`src/rtl/mem_bus_controller_pkg.sv`:
```
// Shared encodings for the memory bus controller: FSM states, write data
// register output-select codes and the byte-enable helper.
package mem_bus_controller_pkg;

    typedef enum logic [1:0] {
        ST_IDLE   = 2'd0,
        ST_ADDR   = 2'd1,
        ST_ACCESS = 2'd2,
        ST_DONE   = 2'd3
    } state_e;

    // write_data_register data_out_sel codes
    localparam logic [1:0] WDR_SEL_HIZ   = 2'b00;
    localparam logic [1:0] WDR_SEL_PASS  = 2'b01;
    localparam logic [1:0] WDR_SEL_LATCH = 2'b10;

    function automatic logic [3:0] byte_enables(input logic is_byte, input logic [1:0] lane);
        return is_byte ? (4'b0001 << lane) : 4'b1111;
    endfunction

endpackage

```
`src/rtl/mem_bus_controller_if.sv`:
```
// CPU request/response and external memory bus signals of the controller.
// master = the controller, slave = CPU plus memory side.
interface mem_bus_controller_if;
    logic        req_valid;
    logic        req_ready;
    logic        req_write;
    logic        req_byte;
    logic [31:0] req_addr;
    logic [1:0]  wdr_sel;
    logic [31:0] mem_addr;
    logic [3:0]  mem_be;
    logic        mem_we;
    logic        mem_req;
    logic        mem_ready;
    logic [31:0] mem_rdata;
    logic        rsp_valid;
    logic [31:0] rsp_rdata;
    logic        rsp_error;

    modport master (
        input  req_valid, req_write, req_byte, req_addr, mem_ready, mem_rdata,
        output req_ready, wdr_sel, mem_addr, mem_be, mem_we, mem_req,
               rsp_valid, rsp_rdata, rsp_error
    );

    modport slave (
        output req_valid, req_write, req_byte, req_addr, mem_ready, mem_rdata,
        input  req_ready, wdr_sel, mem_addr, mem_be, mem_we, mem_req,
               rsp_valid, rsp_rdata, rsp_error
    );
endinterface

```
`src/rtl/mem_bus_controller_read_data_align.sv`:
```
// Load data alignment: word loads rotate right by the byte offset, byte loads
// extract the addressed lane and zero-extend it.
module mem_bus_controller_read_data_align (
    input  logic [31:0] rdata_i,
    input  logic [1:0]  addr_lo_i,
    input  logic        byte_i,
    output logic [31:0] rdata_o
);
    logic [31:0] rot;
    logic [4:0]  lane_shift;

    assign lane_shift = {addr_lo_i, 3'b000};

    always_comb begin
        rot = rdata_i;
        case (addr_lo_i)
            2'd0: rot = rdata_i;
            2'd1: rot = {rdata_i[7:0],  rdata_i[31:8]};
            2'd2: rot = {rdata_i[15:0], rdata_i[31:16]};
            2'd3: rot = {rdata_i[23:0], rdata_i[31:24]};
            default: rot = rdata_i;
        endcase
    end

    assign rdata_o = byte_i ? {24'd0, rdata_i[lane_shift +: 8]} : rot;
endmodule

```
`src/rtl/mem_bus_controller.sv`:
```
// Sequences one CPU load/store onto the memory bus with a wait-state timeout.
// IDLE: wait for request | ADDR: address phase | ACCESS: bus cycle, wait for ready | DONE: response, turnaround
module mem_bus_controller
    import mem_bus_controller_pkg::*;
#(
    parameter int TIMEOUT_CYCLES = 15
) (
    input  logic                 clk,
    input  logic                 rst,
    mem_bus_controller_if.master bus_io
);
    localparam logic [7:0] TO_LIMIT = 8'(TIMEOUT_CYCLES);

    state_e      state_q, state_d;
    logic [31:0] addr_q, addr_d;
    logic        write_q, write_d;
    logic        byte_q, byte_d;
    logic [7:0]  cnt_q, cnt_d;
    logic [31:0] mem_addr_q, mem_addr_d;
    logic [3:0]  mem_be_q, mem_be_d;
    logic        mem_we_q, mem_we_d;
    logic        mem_req_q, mem_req_d;
    logic [1:0]  wdr_sel_q, wdr_sel_d;
    logic        rsp_valid_q, rsp_valid_d;
    logic [31:0] rsp_rdata_q, rsp_rdata_d;
    logic        rsp_error_q, rsp_error_d;
    logic [31:0] rdata_aligned;
    logic        bus_phase_d;

    mem_bus_controller_read_data_align u_align (
        .rdata_i   (bus_io.mem_rdata),
        .addr_lo_i (addr_q[1:0]),
        .byte_i    (byte_q),
        .rdata_o   (rdata_aligned)
    );

    always_ff @(posedge clk) begin
        if (rst) begin
            state_q     <= ST_IDLE;
            addr_q      <= '0;
            write_q     <= 1'b0;
            byte_q      <= 1'b0;
            cnt_q       <= '0;
            mem_addr_q  <= '0;
            mem_be_q    <= '0;
            mem_we_q    <= 1'b0;
            mem_req_q   <= 1'b0;
            wdr_sel_q   <= WDR_SEL_HIZ;
            rsp_valid_q <= 1'b0;
            rsp_rdata_q <= '0;
            rsp_error_q <= 1'b0;
        end else begin
            state_q     <= state_d;
            addr_q      <= addr_d;
            write_q     <= write_d;
            byte_q      <= byte_d;
            cnt_q       <= cnt_d;
            mem_addr_q  <= mem_addr_d;
            mem_be_q    <= mem_be_d;
            mem_we_q    <= mem_we_d;
            mem_req_q   <= mem_req_d;
            wdr_sel_q   <= wdr_sel_d;
            rsp_valid_q <= rsp_valid_d;
            rsp_rdata_q <= rsp_rdata_d;
            rsp_error_q <= rsp_error_d;
        end
    end

    always_comb begin
        state_d = state_q;
        addr_d  = addr_q;
        write_d = write_q;
        byte_d  = byte_q;
        // counts completed ACCESS cycles; zero on every entry to ACCESS
        cnt_d   = (state_q == ST_ACCESS) ? cnt_q + 8'd1 : 8'd0;
        case (state_q)
            ST_IDLE: begin
                if (bus_io.req_valid) begin
                    addr_d  = bus_io.req_addr;
                    write_d = bus_io.req_write;
                    byte_d  = bus_io.req_byte;
                    state_d = ST_ADDR;
                end
            end
            ST_ADDR:   state_d = ST_ACCESS;
            ST_ACCESS: begin
                if (bus_io.mem_ready || (cnt_q == TO_LIMIT)) state_d = ST_DONE;
            end
            ST_DONE:   state_d = ST_IDLE;
            default:   state_d = ST_IDLE;
        endcase
    end

    // Outputs are decoded from the next state so every bus/response pin is a flop.
    always_comb begin
        bus_phase_d = (state_d == ST_ADDR) || (state_d == ST_ACCESS);
        mem_addr_d  = bus_phase_d ? {addr_d[31:2], 2'b00} : 32'd0;
        mem_be_d    = bus_phase_d ? byte_enables(byte_d, addr_d[1:0]) : 4'd0;
        mem_we_d    = bus_phase_d && write_d;
        mem_req_d   = (state_d == ST_ACCESS);
        wdr_sel_d   = (bus_phase_d && write_d) ? WDR_SEL_LATCH : WDR_SEL_HIZ;
        rsp_valid_d = (state_d == ST_DONE);
        rsp_rdata_d = 32'd0;
        rsp_error_d = 1'b0;
        if (state_q == ST_ACCESS) begin
            if (bus_io.mem_ready) begin
                if (!write_q) rsp_rdata_d = rdata_aligned;
            end else if (cnt_q == TO_LIMIT) begin
                rsp_error_d = 1'b1;
            end
        end
    end

    assign bus_io.req_ready = (state_q == ST_IDLE) && !rst;
    assign bus_io.mem_addr  = mem_addr_q;
    assign bus_io.mem_be    = mem_be_q;
    assign bus_io.mem_we    = mem_we_q;
    assign bus_io.mem_req   = mem_req_q;
    assign bus_io.wdr_sel   = wdr_sel_q;
    assign bus_io.rsp_valid = rsp_valid_q;
    assign bus_io.rsp_rdata = rsp_rdata_q;
    assign bus_io.rsp_error = rsp_error_q;
endmodule
```
`src/flat_wrapper.sv`:
```
// flat-port wrapper written by rule: the top's interface ports become plain ports
module mem_bus_controller_flat import mem_bus_controller_pkg::*;
#(
    parameter int TIMEOUT_CYCLES = 15
)
  (clk, rst, bus_io_req_valid, bus_io_req_write, bus_io_req_byte, bus_io_req_addr, bus_io_mem_ready, bus_io_mem_rdata, bus_io_req_ready, bus_io_wdr_sel, bus_io_mem_addr, bus_io_mem_be, bus_io_mem_we, bus_io_mem_req, bus_io_rsp_valid, bus_io_rsp_rdata, bus_io_rsp_error);
  mem_bus_controller_if bus_io_i ();
  input  logic clk;
  input  logic rst;
  input wire logic [$bits(bus_io_i.req_valid)-1:0] bus_io_req_valid;
  input wire logic [$bits(bus_io_i.req_write)-1:0] bus_io_req_write;
  input wire logic [$bits(bus_io_i.req_byte)-1:0] bus_io_req_byte;
  input wire logic [$bits(bus_io_i.req_addr)-1:0] bus_io_req_addr;
  input wire logic [$bits(bus_io_i.mem_ready)-1:0] bus_io_mem_ready;
  input wire logic [$bits(bus_io_i.mem_rdata)-1:0] bus_io_mem_rdata;
  output wire logic [$bits(bus_io_i.req_ready)-1:0] bus_io_req_ready;
  output wire logic [$bits(bus_io_i.wdr_sel)-1:0] bus_io_wdr_sel;
  output wire logic [$bits(bus_io_i.mem_addr)-1:0] bus_io_mem_addr;
  output wire logic [$bits(bus_io_i.mem_be)-1:0] bus_io_mem_be;
  output wire logic [$bits(bus_io_i.mem_we)-1:0] bus_io_mem_we;
  output wire logic [$bits(bus_io_i.mem_req)-1:0] bus_io_mem_req;
  output wire logic [$bits(bus_io_i.rsp_valid)-1:0] bus_io_rsp_valid;
  output wire logic [$bits(bus_io_i.rsp_rdata)-1:0] bus_io_rsp_rdata;
  output wire logic [$bits(bus_io_i.rsp_error)-1:0] bus_io_rsp_error;
  assign bus_io_i.req_valid = bus_io_req_valid;
  assign bus_io_i.req_write = bus_io_req_write;
  assign bus_io_i.req_byte = bus_io_req_byte;
  assign bus_io_i.req_addr = bus_io_req_addr;
  assign bus_io_i.mem_ready = bus_io_mem_ready;
  assign bus_io_i.mem_rdata = bus_io_mem_rdata;
  assign bus_io_req_ready = bus_io_i.req_ready;
  assign bus_io_wdr_sel = bus_io_i.wdr_sel;
  assign bus_io_mem_addr = bus_io_i.mem_addr;
  assign bus_io_mem_be = bus_io_i.mem_be;
  assign bus_io_mem_we = bus_io_i.mem_we;
  assign bus_io_mem_req = bus_io_i.mem_req;
  assign bus_io_rsp_valid = bus_io_i.rsp_valid;
  assign bus_io_rsp_rdata = bus_io_i.rsp_rdata;
  assign bus_io_rsp_error = bus_io_i.rsp_error;
  mem_bus_controller #(.TIMEOUT_CYCLES(TIMEOUT_CYCLES)) u_core (.clk(clk), .rst(rst), .bus_io(bus_io_i));
endmodule
```
`config.mk`:
```
export PLATFORM = sky130hd
export DESIGN_NAME = mem_bus_controller_flat
export DESIGN_NICKNAME = d
export VERILOG_FILES = /design/src/rtl/mem_bus_controller_pkg.sv /design/src/rtl/mem_bus_controller_if.sv /design/src/rtl/mem_bus_controller_read_data_align.sv /design/src/rtl/mem_bus_controller.sv /design/src/flat_wrapper.sv
export SDC_FILE = /design/constraint.sdc
export NUM_CORES = 1
export LEC_CHECK = 0
export CAP_MARGIN = 20
export CORE_ASPECT_RATIO = 1.25
export CORE_UTILIZATION = 49
export CTS_CLUSTER_DIAMETER = 120
export CTS_CLUSTER_SIZE = 40
export DETAILED_ROUTE_END_ITERATION = 10
export DONT_BUFFER_PORTS = 1
export PLACE_DENSITY_LB_ADDON = 0.1
export SLEW_MARGIN = 10
export SYNTH_ARGS = -nofsm -noshare
export SYNTH_HDL_FRONTEND = slang
export SYNTH_SLANG_ARGS = --single-unit
```
`constraint.sdc`:
```
create_clock -name clk -period 3.2 [get_ports clk]
set_input_delay 0.32 -clock clk [delete_from_list [all_inputs] [get_ports clk]]
set_output_delay 0.32 -clock clk [all_outputs]
set_load 0.05 [all_outputs]
```
Yosys cells after proc, flatten, opt, wreduce, memory -nomap -nowiden. Cells that the tools add are included.

Flip-flop bits (word level): 118. Input port bits: 70. Output and inout port bits: 75. Word-level logic and storage cells: 57.

$add $sub $neg: 1. Equal/unequal tests: 10. Shifts and indexed selects: 2. Multiplexer cells: 14. Bitwise operators: 3. Reduce and logical (&&, ||, !) cells: 12.

Operator list (number): $pmux W32 S4 (1); $mux W32 (2); $shiftx A32 B6 Y8 (1); $eq A2 B2 Y1 const B (6); $add A8 B1 Y8 const B (1); $eq A8 B4 Y1 const B (1); $mux W8 (1); $pmux W2 S4 (1); $eq A2 B1 Y1 const B (3); $mux W2 (3); $mux W1 (5); $reduce_or A5 Y1 (1); $logic_not A2 Y1 (2); $mux W4 (1); $reduce_or A2 Y1 (2); $reduce_or A4 Y1 (1); $shl A1 B2 Y4 const A (1); $not A1 Y1 (3); $reduce_or A3 Y1 (1); $logic_and A1 B1 Y1 (2); $logic_or A1 B1 Y1 (2); $logic_not A1 Y1 (1).

Depth between registers and ports, before layout. Gate-level depths: netlist of the first run.

Depth in word-level cells: 8. Gate-level depth with buffers: 10. Gate-level depth less buffers: 8.

Cells and area by module. From an unflattened synthesis of the first run, not the netlist that was laid out.

Cell total of the unflattened synthesis: 409. Area total of the unflattened synthesis: 4271.6 um^2.

Modules (own cells, without submodules): mem_bus_controller (times used 1, cells an instance 332, area an instance 3613.5 um^2); mem_bus_controller_read_data_align (times used 1, cells an instance 77, area an instance 658.1 um^2).

Least setup slack after synthesis of the first run. Ideal clock, no wire load.

Path type: reg2reg. Start point: register u_core.state_q[0]. End point: register u_core.mem_addr_q[10] (netlist: u_core.bus_io.mem_addr[10]). Library setup time: 0.065 ns. Arrival: 2.259 ns. Data required time: 3.135 ns. Setup slack: 0.875 ns. Cell stages (with the launch flop): 11. Buffers on the path: 2. Clock period less this slack: 2.325 ns. Path through: dfxtp_1 -> inv_1 -> ha_1 -> a211o_1 -> a41oi_1 -> a211o_1 -> ha_1 -> or2_2 -> buf_2 -> clkbuf_1 -> nor2_1.

Word-level cells in the longest chain between the ends: 6. Elaborated cells between the ends (all ways): 13. Classes of those cells: eq/ne (5); mux (4); bitwise (1); reduce/logical (3).

Ends and longest elaborated chain: start: declaration (RTL line mem_bus_controller.sv:14) `state_e state_q, state_d;`; start signal: assignment (RTL line mem_bus_controller.sv:53) `state_q <= state_d;`; $eq A2 B2 Y1 (tied with other cells) (RTL line mem_bus_controller.sv:76) `case (state_q)`; $pmux W2 S4 (RTL line mem_bus_controller.sv:76); $eq A2 B1 Y1 / $eq A2 B2 Y1 (equally long branches) (RTL line mem_bus_controller.sv:96) `bus_phase_d = (state_d == ST_ADDR) || (state_d == ST_ACCESS);`; $logic_or A1 B1 Y1 (RTL line mem_bus_controller.sv:96); $not A1 Y1 (no line); $reduce_or A2 Y1 (no line); end signal: assignment (RTL line mem_bus_controller.sv:58) `mem_addr_q <= mem_addr_d;`; end: declaration (RTL line mem_bus_controller.sv:19) `logic [31:0] mem_addr_q, mem_addr_d;`.

Parallel ways exist; a longest one is shown, timed or not. A chain may end at the register's enable or synchronous reset.

Worst setup path after layout of the first run.
Start point: register u_core.state_q[0]. End point: register u_core.mem_be_q[2] (netlist: u_core.bus_io.mem_be[2]).

Word-level cells in the longest chain between the ends: 6. Elaborated cells between the ends (all ways): 16. Classes of those cells: eq/ne (5); shift (1); mux (6); bitwise (1); reduce/logical (3).

Ends and longest elaborated chain: $eq A2 B2 Y1 (tied with other cells) (RTL line mem_bus_controller.sv:76); $pmux W2 S4 (RTL line mem_bus_controller.sv:76); $eq A2 B1 Y1 / $eq A2 B2 Y1 (equally long branches) (RTL line mem_bus_controller.sv:96); $logic_or A1 B1 Y1 (RTL line mem_bus_controller.sv:96); $not A1 Y1 (no line); $reduce_or A2 Y1 (no line); end signal: assignment (RTL line mem_bus_controller.sv:59) `mem_be_q <= mem_be_d;`; end: declaration (RTL line mem_bus_controller.sv:20) `logic [3:0] mem_be_q, mem_be_d;`.

Parallel ways exist; a longest one is shown, timed or not.

==> results of run 1 <==
-- state kept, by name, summed over array words and instances (netlist names), 2 cells and up --
signal	count
u_core.bus_io.rsp_rdata	32
u_core.state_q	2
u_core.cnt_q	8
u_core.bus_io.mem_be	4
u_core.bus_io.mem_addr	30
u_core.addr_q	32
-- cells in the mapped netlist (all sizes together) (4+ instances only) --
cell type / instances / area [um^2]
nand3b: 4 / 30.0
ha: 6 / 75.1
nor2b: 38 / 388
mux2i: 31 / 310
nand2: 6 / 22.5
buf: 22 / 228
clkbuf: 4 / 15.0
nor2: 69 / 259
dfxtp: 114 / 2280
a21oi: 7 / 35.0
mux4: 32 / 758
nand3: 5 / 25.0
-- stage by stage --
step | util | worst slack (ns)
after floorplan | - | 0.875
after global placement | 0.499 | 0.700
after detailed placement | 0.499 | 0.595
after CTS | 0.568 | 0.579
after global routing | 0.568 | 0.407
final | 0.568 | 0.612
-- per-layer routing --
layer / global-route usage / vias to the layer above / wire (um)
li1: - / 1279 / -
met1: 0.194 / 1290 / 3180
met2: 0.288 / 116 / 4160
met3: 0.0961 / 18 / 967
met4: 0.0995 / 2 / 178
met5: 0 / - / 13
-- power by group through the flow --
stage	logic (uW)	registers (uW)	clock network, uW
2_1_floorplan	1130	2460	0
3_3_place_gp	1070	2600	0
3_5_place_dp	1090	2590	0
4_1_cts	1110	2570	1940
5_1_grt	1200	2600	2020
6_report	1080	2560	1900
-- area by class of cell --
type / count / share of cell area
sequential: 114 / 0.436
multi-input combinational: 229 / 0.410
timing repair buffer: 3 / 0.00717
clock inverter: 10 / 0.0251
clock buffer: 22 / 0.0905
inverter: 3 / 0.00215
tap: 123 / 0.0294
-- worst register-to-register path: stages, from the launching register on --
cell and delay (ns):
dfxtp_1 0.35, inv_1 0.09, ha_1 0.27, a211o_1 0.32
a41oi_1 0.30, a211o_1 0.15, ha_1 0.21, or2_2 0.56
a31oi_1 0.27
-- worst paths after layout --
kind / depth (start not counted) / end / startpoint / slack [ns]
hold / removal: 2 / u_core.addr_q[0]$_SDFF_PP0_ / bus_io_req_addr[0] / 0.04
setup reg to reg: 8 / u_core.bus_io.mem_be[2]$_SDFF_PP0_ / u_core.state_q[0]$_SDFF_PP0_ / 0.61
hold reg to reg: 1 / u_core.cnt_q[0]$_SDFF_PP0_ / u_core.cnt_q[0]$_SDFF_PP0_ / 0.46
setup / recovery: 8 / u_core.bus_io.mem_be[2]$_SDFF_PP0_ / u_core.state_q[0]$_SDFF_PP0_ / 0.61
-- cell families (layout without fill, tap and decap cells) --
logic type	after synthesis	in the layout	synth area share
AO/OA/AOI/OAI	19	19	0.0268
flip-flops	114	114	0.488
adder cells (fa/ha/maj)	6	6	0.0161
multiplexers	64	64	0.231
AND/OR/NAND/NOR	134	134	0.177
XOR/XNOR	3	3	0.00562
other	1	3	0.000802
buffers and inverters	29	38	0.0543
-- timing repair --
| item | in CTS | in global routing |
|---|---|---|
| hold endpoints to repair | 39 | 0 |
| hold buffers | 2 | 0 |
| endpoints found under the setup margin | 0 | 0 |
| resized for setup | 0 | 0 |
| setup buffers | 0 | 0 |
-- cell usage in the layout (no fill, tap or decap), types with 2 or more instances in the layout --
master     netlist  routed
nand3b_1         4       4
xnor2_1          2       2
dfxtp_2          0       2
a31oi_1          3       3
clkbuf_1         4       2
nor2b_1         18      18
clkbuf_8         0       3
conb_1           1       3
clkbuf_16        0      17
nand2_1          6       6
dfxtp_1        114     112
clkinv_2         0       5
ha_1             6       6
nor2_1          69      69
o21ai_0          3       3
a211o_1          2       2
a211oi_1         2       2
bufinv_16        0       3
mux4_2          22      22
a21oi_1          7       7
or3_1            3       3
inv_1            3       3
nor2b_4         20      20
nand3_1          5       5
mux2i_1         31      31
mux4_1          10      10
==> impl_metrics.toml, run 1 <==
[logic_synthesis]
yosysUniqueCellTypes = 37
ys_ff_latch = 114
yosysSeqAreaShare = 0.488
synth_ff_type = "dfxtp_1"
avgSynthCellArea_um2 = 12.6
synth_warnings = 0
syn_area_um2 = 4670
async_flop_share = 0
syn_inst = 370
synth-edff-count = 0

[grt]
grt_pass1_wl_um = 13600
antenna_found_initial = 1
grt_overflow = 0
grt_use_total = 0.183
grt_max_degree = 39
first_global_vias = 2696

[die]
die_h_um = 111
core_area_um2 = 9220
row_count = 39
die_w_um = 89.4
start_util = 0.507
dieArea_um2 = 9930
pin_count = 145

[setup_path]
path_buf_inv = 1
start_kind = "flop"
worstPathMaxFanout = 35
crit_arrival_ns = 2.92
crit_path_cell_trace = "inv_1 > ha_1 > a211o_1 > a41oi_1 > a211o_1 > ha_1 > or2_2 > a31oi_1"
worst-setup-path-type = "flop to flop"
crit_path_end_kind = "flop"
crit_family = "compound AO/OA/AOI/OAI gates"
slowest_stage = "or2_2"
cp_data_required_time_ns = 3.53
slowest_delay_ns = 0.56

[cts]
clk_path_buf_depth = 2
clockRootBuffer = "clkbuf_16"
clock_latency_ns = 0.41
cts.htree.levels = 4
cts_made_buffers = 17
path_clk_slew_ns = 0.05
clock-sinks = 114
cts_tree = "yes"

[drt]
dr.first_iter.drc_count = 87
post_drt_wl_per_cell_um = 16.9
num_vias = 2705
dr.pass1.iters = 4
vias_per_cell = 5.37
drcViolationCount = 0
wl_um = 8500
ant_nets = 0

[finish]
final_cells = 504
final_area_um2 = 5240
regArea_um2 = 2280
drive_above_1_share = 0.215
num_antenna_cells = 0
syn2layout_area_growth_pct = 12.1
nFillCells = 752
nNetsFinal = 444
multi_input_area_um2 = 2150

[timing]
setup_tns_ns = 0
holdWs_ns = 0.0397
hold_viol = 0
rsz0062_at_grt = "no"
final_max_slew_viol_count = 0
fin_crit_sh = 0.809
slew_headroom = 0.346
final-setup-viol-count = 0
finalClockSkew_ns = 0.0126
fmax_ghz = 0.386
tightest_slew_ns = 0.980
fin_crit_ns = 2.59

[placed_design]
placed_cell_area_um2 = 4600
gp_congestion = 0.745
place_inst = 470
hpwl_um = 5570
io_buffers = 0

[pwr]
p_leak_uw = 0.00200
seqPwrFrac = 0.462
peakVddDrop_uv = 615
internal_power_uw = 3510
p_switching_uw = 2030
comb_power_share = 0.195
power_density_nw_per_um2 = 1060
total_power_uw = 5550
swShare = 0.367
clockPowerShare = 0.343

[worst_hold_path]
hold_path.class = "primary input to flop"

[flow_run]
maxCapViolations = 0

[run_status]
status = "complete, no violations"
No activity file was read; power rests on OpenSTA's default activity.
==> run 2: changes to the inputs <==
Clock period 3.2 ns to 2.4 ns, I/O delays scaled along.
==> run 2 against run 1 <==
Clock skew decreased by 0.0041 ns. Via count increased by 4.6%. Count of clock-buffer cells in the layout shrank 2. Sequential share of layout area is 1.9 points lower. Maximum frequency is 16% higher. Routed wire length grew 5.4%.
==> impl_metrics.toml, run 2 (synthesis results as in run 1) <==
[drt]
wl_um = 8960
dr.first_iter.drc_count = 97
drcViolationCount = 0
vias_per_cell = 5.38
num_vias = 2830
post_drt_wl_per_cell_um = 17.0
dr.pass1.iters = 4
ant_nets = 0

[timing]
final_max_slew_viol_count = 0
slew_headroom = 0.654
rsz0062_at_grt = "no"
tightest_slew_ns = 0.518
holdWs_ns = 0.0114
fmax_ghz = 0.448
hold_viol = 0
final-setup-viol-count = 0
finalClockSkew_ns = 0.00857
setup_tns_ns = 0
fin_crit_ns = 2.23
fin_crit_sh = 0.930

[pwr]
seqPwrFrac = 0.439
clockPowerShare = 0.326
peakVddDrop_uv = 863
p_leak_uw = 0.00210
power_density_nw_per_um2 = 1380
total_power_uw = 7560
internal_power_uw = 4760
comb_power_share = 0.234
swShare = 0.371
p_switching_uw = 2800

[setup_path]
worstPathMaxFanout = 31
path_depth = 9
start_kind = "flop"
crit_path_cell_trace = "inv_1 > ha_1 > a211o_1 > a41oi_2 > a211o_1 > ha_1 > or2_2 > buf_12 > nor2_1"
startpoint = "u_core.state_q[0]$_SDFF_PP0_"
crit_family = "compound AO/OA/AOI/OAI gates"
cp_data_required_time_ns = 2.74
crit_path_end_kind = "flop"
worst-setup-path-type = "flop to flop"
reg2reg_from = "u_core.state_q[0]$_SDFF_PP0_"
crit_path_end = "u_core.bus_io.mem_addr[8]$_SDFF_PP0_"
crit_arrival_ns = 2.57
slowest_delay_ns = 0.36
r2r_setup_slack_ns = 0.17
timing.rr.end = "u_core.bus_io.mem_addr[8]$_SDFF_PP0_"
worst-r2r-cell-count = 9
path_buf_inv = 2
slowest_stage = "dfxtp_1"

[cts]
cts_made_buffers = 17
clk_path_buf_depth = 2
clockRootBuffer = "clkbuf_16"
cts.htree.levels = 4
path_clk_slew_ns = 0.05
cts_tree = "yes"
cts_setup_buffers = 0
clock-sinks = 114
clock_latency_ns = 0.40

[worst_hold_path]
hold_path.class = "primary input to flop"
min_path_cells = 2

[grt]
antenna_found_initial = 1
grt_max_degree = 39
grt_pass1_wl_um = 14300
first_global_vias = 2931
grt_overflow = 0
grt_use_total = 0.193

[run_status]
status = "complete, no violations"

[placed_design]
gp_congestion = 0.747
hpwl_um = 6080
io_buffers = 0

[finish]
final_common_cell = "dfxtp_1"
syn2layout_area_growth_pct = 17.3
final_cell_mix = "112 x dfxtp_1, 69 x nor2_1, 31 x mux2i_1, 22 x mux4_2, 20 x nor2b_4"
nFillCells = 744
multi_input_area_um2 = 2150
nNetsFinal = 466
num_antenna_cells = 0
drive_above_1_share = 0.238
regArea_um2 = 2280

[die]
dieArea_um2 = 9930
start_util = 0.507
core_area_um2 = 9220
die_h_um = 111
row_count = 39
pin_count = 145
die_w_um = 89.4

[flow_run]
maxCapViolations = 0
-- run 2: changes by cell type in the layout (fill, tap and decap cells not counted), sizes merged --
cell	previous run	this run
clkinvlp	1	4
clkinv	6	5
bufinv	3	2
buf	2	13
clkbuf	22	20
inv	3	4
dlygate4sd3	1	12
-- run 2: cell type report --
cell class,instances,area share
inverters,3,0.00205
multi-input cells,229,0.393
repair buffers,25,0.0511
well taps,123,0.0281
clock buffers,20,0.0851
clock inverters,12,0.0240
flip-flops and latches,114,0.417
-- run 2: what timing repair did --
action / in CTS / in global routing
resized for setup: 0 / 1
setup endpoints to repair: 0 / 31
endpoints found under the hold margin: 43 / 0
hold buffers: 13 / 0
-- run 2: worst min path at each step --
stage / endpoint / slack (ns) / startpoint
after floorplan: u_core.bus_io.rsp_error$_SDFF_PP0_ / 0.32 / bus_io_mem_ready
after CTS: u_core.addr_q[10]$_SDFF_PP0_ / 0.0004 / bus_io_req_addr[10]
after global placement: u_core.addr_q[1]$_SDFF_PP0_ / 0.31 / rst
after detailed placement: u_core.addr_q[1]$_SDFF_PP0_ / 0.31 / rst
after global routing: u_core.addr_q[28]$_SDFF_PP0_ / 0.002 / bus_io_req_addr[28]
final: u_core.addr_q[10]$_SDFF_PP0_ / 0.01 / bus_io_req_addr[10]
-- run 2: metal layers --
layer	GRT usage	up-vias	wire length [um]
met2	0.325	106	4640
met3	0.0886	15	912
met4	0.0857	2	102
met1	0.201	1375	3290
li1	-	1332	-
met5	0	-	17
-- run 2: worst register-to-register path, delay by kind of cell (launching register included) --
kind,cells,cell delay [ns]
simple gates,2,0.49
compound gates,3,0.61
fa+ha+maj,2,0.43
flops,1,0.36
buf+inv,2,0.28
-- run 2: through the flow --
stage	setup WS [ns]	util	std cells	area (um^2)
floorplan	0.0754	-	372	4680
global route	0.00435	0.594	526	5480
global placement	0.186	0.513	481	4740
detailed placement	0.154	0.513	481	4740
finish	0.168	0.594	526	5480
CTS	0.123	0.594	526	5470
-- run 2: power groups by stage --
stage | clock network [uW] | registers, uW | logic (uW)
4_1_cts | 2520 | 3330 | 1800
6_report | 2470 | 3320 | 1770
5_1_grt | 2610 | 3370 | 1950
3_3_place_gp | 0 | 3360 | 1740
2_1_floorplan | 0 | 3280 | 1510
3_5_place_dp | 0 | 3360 | 1760
